**config.mk**
```make
export PLATFORM = sky130hd
export DESIGN_NAME = fifo_reader
export DESIGN_NICKNAME = d
export VERILOG_FILES = /design/src/rtl/fifo_reader_pkg.sv /design/src/rtl/fifo.sv /design/src/rtl/fifo_reader.sv
export SDC_FILE = /design/constraint.sdc
export NUM_CORES = 1
export LEC_CHECK = 0
export CAP_MARGIN = 20
export CORE_ASPECT_RATIO = 1.4
export CORE_MARGIN = 2
export CORE_UTILIZATION = 67
export CTS_CLUSTER_DIAMETER = 50
export DETAILED_ROUTE_END_ITERATION = 10
export DONT_BUFFER_PORTS = 1
export PLACE_DENSITY = 0.83
export REMOVE_ABC_BUFFERS = 1
export SLEW_MARGIN = 25
export SYNTH_ARGS = -nofsm -noshare
export SYNTH_HDL_FRONTEND = slang
export SYNTH_SLANG_ARGS = --single-unit
export TNS_END_PERCENT = 20
```
**constraint.sdc**
```tcl
create_clock -name i_clk -period 3.6 [get_ports i_clk]
set_input_delay 0.36 -clock i_clk [delete_from_list [all_inputs] [get_ports i_clk]]
set_output_delay 0.36 -clock i_clk [all_outputs]
set_load 0.05 [all_outputs]
```
**src/rtl/fifo_reader_pkg.sv**
```systemverilog
// Shared types for the fifo_reader burst consumer and its output buffer.
package fifo_reader_pkg;

  typedef enum logic [1:0] {
    ST_IDLE      = 2'd0,
    ST_BURST     = 2'd1,
    ST_FLUSH_OUT = 2'd2,
    ST_FINISH    = 2'd3
  } state_e;

  // Output skid buffer: two entries allow a full word per cycle with registered pops.
  localparam int unsigned BUF_DEPTH = 2;
  localparam int unsigned BUF_CNT_W = $clog2(BUF_DEPTH + 1);

  // Pointer width that never collapses to zero bits for tiny depths.
  function automatic int unsigned ptr_width(input int unsigned depth);
    return (depth <= 2) ? 1 : $clog2(depth);
  endfunction

endpackage

```
**src/rtl/fifo.sv**
```systemverilog
// Show-ahead synchronous FIFO with flush, clock enable and occupancy count.
module fifo
  import fifo_reader_pkg::*;
#(
  parameter int unsigned WIDTH         = 8,
  parameter int unsigned DEPTH         = 2,
  parameter bit          FLOPS_NOT_MEM = 1'b1,
  localparam int unsigned CNT_W        = $clog2(DEPTH + 1),
  localparam int unsigned PTR_W        = ptr_width(DEPTH)
) (
  input  logic             i_clk,
  input  logic             i_rst,
  input  logic             i_cg,
  input  logic             i_flush,
  input  logic             i_push,
  input  logic [WIDTH-1:0] i_data,
  input  logic             i_pop,
  output logic [WIDTH-1:0] o_data,
  output logic             o_empty,
  output logic             o_full,
  output logic [CNT_W-1:0] o_nEntries
);

  logic [WIDTH-1:0] mem [DEPTH];
  logic [PTR_W-1:0] rd_ptr;
  logic [PTR_W-1:0] wr_ptr;
  logic [CNT_W-1:0] count;
  logic             do_push;
  logic             do_pop;

  function automatic logic [PTR_W-1:0] next_ptr(input logic [PTR_W-1:0] p);
    return (p == PTR_W'(DEPTH - 1)) ? '0 : p + 1'b1;
  endfunction

  // A push into a full FIFO is only accepted when a pop frees a slot in the same cycle.
  assign do_pop  = i_pop && (count != '0);
  assign do_push = i_push && ((count != CNT_W'(DEPTH)) || do_pop);

  // NOTE: sequential state uses non-blocking assignments so every flop samples pre-edge values.
  always_ff @(posedge i_clk) begin
    if (i_rst) begin
      rd_ptr <= '0;
      wr_ptr <= '0;
      count  <= '0;
    end else if (i_cg) begin
      if (i_flush) begin
        rd_ptr <= '0;
        wr_ptr <= '0;
        count  <= '0;
      end else begin
        if (do_push) wr_ptr <= next_ptr(wr_ptr);
        if (do_pop)  rd_ptr <= next_ptr(rd_ptr);
        case ({do_push, do_pop})
          2'b10:   count <= count + 1'b1;
          2'b01:   count <= count - 1'b1;
          default: count <= count;
        endcase
      end
    end
  end

  generate
    if (FLOPS_NOT_MEM) begin : g_flops
      // NOTE: flop storage is reset so o_data is defined after reset; the RAM variant below is not.
      always_ff @(posedge i_clk) begin
        if (i_rst) begin
          for (int i = 0; i < int'(DEPTH); i++) mem[i] <= '0;
        end else if (i_cg && do_push && !i_flush) begin
          mem[wr_ptr] <= i_data;
        end
      end
    end else begin : g_mem
      always_ff @(posedge i_clk) begin
        if (i_cg && do_push && !i_flush) mem[wr_ptr] <= i_data;
      end
    end
  endgenerate

  assign o_data     = mem[rd_ptr];
  assign o_empty    = (count == '0);
  assign o_full     = (count == CNT_W'(DEPTH));
  assign o_nEntries = count;

endmodule

```
**src/rtl/fifo_reader.sv**
```systemverilog
// Burst consumer: pops i_len words from an upstream show-ahead FIFO and
// re-presents them on a valid/ready stream through a two-entry buffer.
module fifo_reader
  import fifo_reader_pkg::*;
#(
  parameter int unsigned WIDTH = 8,
  parameter int unsigned LEN_W = 8
) (
  input  logic             i_clk,
  input  logic             i_rst,
  input  logic             i_cg,
  input  logic             i_start,
  input  logic [LEN_W-1:0] i_len,
  input  logic             i_abort,
  output logic             o_busy,
  output logic             o_done,
  output logic             o_aborted,
  output logic [LEN_W-1:0] o_remaining,
  output logic             o_pop,
  input  logic             i_empty,
  input  logic [WIDTH-1:0] i_data,
  output logic             o_valid,
  output logic [WIDTH-1:0] o_data,
  input  logic             i_ready
);

  state_e               state_q;
  state_e               state_d;
  logic [LEN_W-1:0]     remaining_q;
  logic [LEN_W-1:0]     remaining_d;
  logic                 aborted_q;
  logic                 aborted_d;
  logic [BUF_CNT_W-1:0] buf_entries;
  logic                 buf_empty;
  logic                 buf_full;
  logic                 buf_pop;
  logic                 abort_hit;

  // Abort is only meaningful while a burst is in flight.
  assign abort_hit = i_abort && (state_q != ST_IDLE);

  // Pop decision depends only on local state and the upstream flag, never on i_ready.
  assign o_pop = i_cg && (state_q == ST_BURST) && !i_empty &&
                 (remaining_q != '0) && (buf_entries < BUF_CNT_W'(BUF_DEPTH)) &&
                 !abort_hit;

  assign buf_pop = o_valid && i_ready && i_cg;

  fifo #(
    .WIDTH         (WIDTH),
    .DEPTH         (BUF_DEPTH),
    .FLOPS_NOT_MEM (1'b1)
  ) u_out_buf (
    .i_clk      (i_clk),
    .i_rst      (i_rst),
    .i_cg       (i_cg),
    .i_flush    (abort_hit),
    .i_push     (o_pop),
    .i_data     (i_data),
    .i_pop      (buf_pop),
    .o_data     (o_data),
    .o_empty    (buf_empty),
    .o_full     (buf_full),
    .o_nEntries (buf_entries)
  );

  always_comb begin
    // NOTE: every output of this block gets a default first, so no path can infer a latch.
    state_d     = state_q;
    remaining_d = remaining_q;
    aborted_d   = 1'b0;
    if (abort_hit) begin
      state_d     = ST_IDLE;
      remaining_d = '0;
      aborted_d   = 1'b1;
    end else begin
      case (state_q)
        ST_IDLE: begin
          if (i_start) begin
            if (i_len != '0) begin
              state_d     = ST_BURST;
              remaining_d = i_len;
            end else begin
              state_d = ST_FINISH;
            end
          end
        end
        ST_BURST: begin
          if (o_pop) begin
            remaining_d = remaining_q - 1'b1;
            if (remaining_q == LEN_W'(1)) state_d = ST_FLUSH_OUT;
          end
        end
        ST_FLUSH_OUT: begin
          // Leave once the buffer drains; no pushes can happen in this state.
          if ((buf_entries == '0) || ((buf_entries == BUF_CNT_W'(1)) && buf_pop))
            state_d = ST_FINISH;
        end
        ST_FINISH: state_d = ST_IDLE;
        default:   state_d = ST_IDLE;
      endcase
    end
  end

  always_ff @(posedge i_clk) begin
    if (i_rst) begin
      state_q     <= ST_IDLE;
      remaining_q <= '0;
      aborted_q   <= 1'b0;
    end else if (i_cg) begin
      state_q     <= state_d;
      remaining_q <= remaining_d;
      aborted_q   <= aborted_d;
    end
  end

  assign o_busy      = (state_q != ST_IDLE);
  assign o_done      = (state_q == ST_FINISH);
  assign o_aborted   = aborted_q;
  assign o_remaining = remaining_q;
  assign o_valid     = !buf_empty;

  a_no_wrap: assert property (@(posedge i_clk) disable iff (i_rst)
    o_pop |-> (remaining_q != '0));

  a_no_overflow: assert property (@(posedge i_clk) disable iff (i_rst)
    o_pop |-> !buf_full);

  a_pulses_exclusive: assert property (@(posedge i_clk) disable iff (i_rst)
    !(o_done && o_aborted));

endmodule

```
==> summary.txt, run 1 <==
outcome: finished, final reports clean
# IOs: 44
DP HPWL: 3140 um
# nets final: 231
Clock transition at path regs: 0.11 ns
WP data required: 3.60 ns
die span in x: 48.4 um
initial antenna violation count: 0
endpoints failing hold: 0
clk root buf: clkbuf_4
area delta synth->final: 4.80%
PortBufs: 0
area leader, netlist: edfxtp_1
hold crit path type: input pin to register
1st-iter DRT viols: 79
Top FF cell, synth: edfxtp_1
PostCTS Resize Cnt: 0
cell area after layout: 0.00194 mm2
routed len/inst: 18.0 um
post-route ant nets: 0
TritonCTS clock tree: built
vias in the first global route: 1570
RSZ-0062 raised after global routing: no
CTS Hold Bufs: 0
DRT met1 WL: 1450 um
ant diodes: 0
1st-pass router iterations: 4
Vert. Die Dim: 66.2 um
clock buffer depth: 2
Tcrit/Tclk final: 0.788
fin crit period: 2.84 ns
Yosys top cell area share: 0.260
setup TNS: 0 ns
Least-Margin Pin Slew: 0.682 ns
max-slew violations: 0
clock buffer count from CTS: 5
worst-path cell chain: inv_1, ha_1, or3b_1, o211ai_2, a211oi_1, nand2b_1, nand2_1
maximum VDD drop: 352 uV
synth top area cells: edfxtp_1, dfxtp_1, ha_1
Power, Total: 0.00103 W
Avg Inst Size Synth: 9.35 um2
MaxCap Viol Count: 0
fill count: 205
EDFF count, synth: 16
layout cells sized above 1: 0.106
Vias: 1546
initial core utilization: 0.708
Ys Warns: 0
Area after DPL: 0.00186 mm2
WS Path Type: register to register
postcts setup bufs: 0
row count: 22
Setup crit end kind: register
Worst Skew: 0.0174 ns
Core Footprint: 0.00262 mm2
top cells by count, synth: nor2_1, nand2_1, dfxtp_1, edfxtp_1, inv_1
Seq cells post-synth: 32
Max Clock Freq: 0.352 GHz
Slowest cell on crit path: dfxtp_1
grt total ovfl: 0
Clock Latency Late Sink: 0.34 ns
total global-route track usage: 0.288
clock net sink count: 32
CP startpoint kind: register
Placer Congestion: 0.852
Routed Wire Length: 4230 um
setup violators final: 0
most frequent cell after synthesis: nor2_1
Slew HR: 0.545
sequential fraction of the synthesis area: 0.433
total area of sequential cells: 801 um2
total power density per cell area: 531 mW/mm2
crit-path max FO: 9
Arr. time, crit path: 2.84 ns
Die ar.: 0.00320 mm2
synthesized area: 0.00185 mm2
first-pass GRT wire length: 6890 um
routed length on met3: 284 um
DRC viols: 0
pin count of the biggest net entering global routing: 18
vias per cell: 6.58
Multi-input gate area: 962 um2
Unique masters post-synth: 44
CP peak stage delay: 0.75 ns
Pleak: 0.716 nW
asr flop ratio synth: 0
met2 WL post-DR: 2270 um
Cells after Synth: 198
Max H-tree Level: 2
Top Metal Used: met4
[sequential cells by signal (all words and copies together) (netlist names), named ones only]
register	count
u_out_buf.mem	16
u_out_buf.rd_ptr	1
o_remaining	8
o_aborted	1
u_out_buf.wr_ptr	1
u_out_buf.o_nEntries	2
state_q	2
[power by group]
group / switching [W] / total, W / internal [W]
clock network: 0.000120 / 0.000262 / 0.000142
logic: 0.000186 / 0.000285 / 0.0000990
registers: 0.0000729 / 0.000482 / 0.000409
[layout make-up]
type                            count  share of cell area
Clock buffer                        5              0.0194
Clock inverter                      3              0.0194
Inverter                           13              0.0252
Multi-Input combinational cell    145               0.496
Sequential cell                    32               0.413
Tap cell                           36              0.0232
Timing Repair Buffer                1             0.00387
[worst max-delay path, delay by kind of cell (launching register included)]
kind,cells,cell delay (ns)
flip-flops,1,0.75
AND/OR/NAND/NOR,3,0.79
adder cells (fa/ha/maj),1,0.22
AO/OA/AOI/OAI,2,0.61
buffers and inverters,1,0.14
[final timing paths]
kind	start	endpoint	slack, ns	cells past startpoint
hold reg to reg	state_q[1]	state_q[1]	0.52	2
setup / recovery	o_remaining[0]	u_out_buf.mem[0][0]	0.76	7
setup reg to reg	o_remaining[0]	u_out_buf.mem[0][0]	0.76	7
hold / removal	i_rst	o_remaining[4]	0.08	1
[logic make-up after synthesis]
group	synth area share
AOI/OAI and AO/OA	0.182
xor gates and xnor gates	0.0284
adders and majority gates	0.0676
buffers and inverters	0.0473
DFF	0.433
muxes	0.0548
and+or+nand+nor	0.187
[metal layers]
layer	global-route usage	vias up
met1	0.269	734
met3	0.0792	19
li1	-	711
met4	0.207	0
met2	0.536	82
met5	0	-
[metrics by stage]
stage / cells / util / setup slack (ns) / hold WS [ns]
floorplan: 190 / - / 1.07 / 0.429
global placement: 227 / 0.713 / 0.904 / 0.432
detailed placement: 227 / 0.713 / 0.800 / 0.434
CTS: 235 / 0.742 / 0.768 / 0.0757
global route: 235 / 0.742 / 0.415 / 0.0528
finish: 235 / 0.742 / 0.763 / 0.0785
[cells in the final DEF (no fill, tap or decap), types with 4 or more instances in the layout]
cell / Yosys / layout
a21oi_1: 10 / 10
a31oi_1: 4 / 4
clkbuf_4: 0 / 5
dfxtp_1: 16 / 16
edfxtp_1: 16 / 16
ha_1: 10 / 10
inv_1: 13 / 13
mux2_2: 9 / 9
nand2_1: 20 / 20
nand2b_1: 4 / 4
nor2_1: 28 / 28
nor3_1: 7 / 7
o21ai_0: 9 / 9
(Power assumes the default switching activity.)
==> run 2, diff against run 1 <==
Settings changed: CORE_UTILIZATION 67 to 62, PLACE_DENSITY 0.83 to 0.78.
Clock period 3.6 ns to 2.8 ns, I/O delays scaled along.
==> run 2 against run 1 <==
Count of clock-buffer cells in the layout rose by 1. Via count barely moved. Flip-flop and latch count did not move. Combinational power rose by 59%. Register-to-register slack got worse by 0.38 ns. First-iteration DRC count fell by 14%. Die area rose by 7.5%. Clock power rose by 77%. Total power rose by 43%. Non-clock buffer count rose by 11. Critical path type unchanged.
==> summary.txt, run 2 (same netlist as run 1, synthesis figures left out) <==
max reg flops: 16 (unchanged)
hold path cells: 1 (unchanged)
total global-route track usage: 0.277 (-0.0108)
PostCTS Resize Cnt: 0 (unchanged)
commonest non-fill, non-tap cell in the layout: nor2_1
initial antenna violation count: 0 (unchanged)
Multi-input gate area: 962 um2 (unchanged)
post-route ant nets: 0 (unchanged)
hold crit path type: input pin to register
clock buffer count from CTS: 5 (unchanged)
1st-iter DRT viols: 68 (-14%)
initial core utilization: 0.650 (-0.0581)
layout cells sized above 1: 0.157 (+0.0516)
cells on worst reg2reg path: 7 (unchanged)
routed len/inst: 17.2 um (-4.5%)
PortBufs: 0 (unchanged)
Clock Latency Late Sink: 0.29 ns (-0.05 ns)
Setup crit end kind: register
DP HPWL: 3160 um (+0.65%)
endpoints failing hold: 0 (unchanged)
ant diodes: 0 (unchanged)
Worst Skew: 0.00957 ns (-0.00786 ns)
postcts setup bufs: 0 (unchanged)
Clock transition at path regs: 0.07 ns (-0.04 ns)
maximum VDD drop: 479 uV (+36%)
Largest Register: u_out_buf.mem
WS Path Type: register to register
Placer Congestion: 0.888 (+4.1%)
Slew HR: 0.665 (+0.120)
vias per cell: 6.26 (-4.8%)
fill count: 205 (unchanged)
crit-path max FO: 12 (+3)
fin crit period: 2.41 ns (-0.424 ns)
grt total ovfl: 0 (unchanged)
commonest cells after routing, fill and taps aside: nor2_1, nand2_1, dfxtp_1, edfxtp_1, inv_1
die span in x: 50.2 um (+3.6%)
CTS Hold Bufs: 0 (unchanged)
Max Clock Freq: 0.414 GHz (+18%)
# IOs: 44 (unchanged)
row count: 23 (+4.5%)
TritonCTS clock tree: built
Vias: 1547 (+0.065%)
max-slew violations: 0 (unchanged)
Least-Margin Pin Slew: 0.502 ns (-0.180 ns)
outcome: finished, final reports clean
Vert. Die Dim: 68.6 um (+3.7%)
Die ar.: 0.00344 mm2 (+7.5%)
Pleak: 0.791 nW (+10%)
Final Core Density: 0.725 (-0.0170)
Core Footprint: 0.00285 mm2 (+8.9%)
WP data required: 2.76 ns (-0.84 ns)
clock net sink count: 32 (unchanged)
area delta synth->final: 11.6%
CP startpoint kind: register
MaxCap Viol Count: 0 (unchanged)
Arr. time, crit path: 2.37 ns (-0.47 ns)
total power density per cell area: 714 mW/mm2 (+35%)
pin count of the biggest net entering global routing: 17 (-1)
Tcrit/Tclk final: 0.862 (+0.0737)
Routed Wire Length: 4240 um (+0.40%)
RSZ-0062 raised after global routing: no
1st-pass router iterations: 4 (unchanged)
# nets final: 242 (+4.8%)
DRC viols: 0 (unchanged)
clock buffer depth: 2 (unchanged)
Max H-tree Level: 2 (unchanged)
first-pass GRT wire length: 7040 um (+2.2%)
vias in the first global route: 1615 (+2.9%)
clk root buf: clkbuf_8
total area of sequential cells: 801 um2 (unchanged)
setup TNS: 0 ns (unchanged)
setup violators final: 0 (unchanged)
==> run 2: cell count changes in the layout (fill, tap and decap cells not counted), sizes merged <==
cell / previous run / this run
buf: 1 / 12
clkbuf: 5 / 6
clkinv: 2 / 1
==> run 2: worst max-delay path, stage by stage (launching register included) <==
cell and delay (ns):
dfxtp_1 0.34, inv_1 0.09, ha_1 0.24, nand2b_1 0.38, nand2_1 0.21, a211oi_1 0.38, nand2b_1 0.14, nand2_1 0.30
==> run 2: path summary, 6_finish.rpt <==
kind                                  from             endpoint  slack (ns)
worst min register to register  state_q[1]           state_q[1]        0.52
worst min-delay path                 i_rst           state_q[1]        0.04
worst max-delay path            state_q[0]  u_out_buf.mem[0][0]        0.39
worst max register to register  state_q[0]  u_out_buf.mem[0][0]        0.39
==> run 2: stage by stage <==
step           setup WS (ns)  cells  hold WS, ns  instance area [um2]  total power (W)
6_report               0.387    247       0.0432                 2060          0.00147
5_1_grt               0.0910    247       0.0385                 2060          0.00154
3_5_place_dp           0.400    239        0.353                 1950          0.00101
4_1_cts                0.379    247       0.0437                 2060          0.00147
2_1_floorplan          0.266    190        0.349                 1810         0.000923
3_3_place_gp           0.567    239        0.352                 1950          0.00100
==> run 2: power by group <==
| part | switching [W] | internal [W] |
|---|---|---|
| sequential | 0.0000294 | 0.000527 |
| combinational | 0.000305 | 0.000148 |
| clock | 0.000178 | 0.000286 |
| total | 0.000513 | 0.000961 |
==> run 2: layout make-up <==
class                           count  share of cell area
Tap cell                           37              0.0224
Inverter                           13              0.0236
Multi-Input combinational cell    145               0.466
Clock inverter                      2              0.0164
Sequential cell                    32               0.388
Timing Repair Buffer               12              0.0436
Clock buffer                        6              0.0400
==> run 2: layer usage <==
metal	track usage	wire [um]
met2	0.536	2420
met4	0.163	113
met1	0.257	1440
met5	0	0
met3	0.0754	276
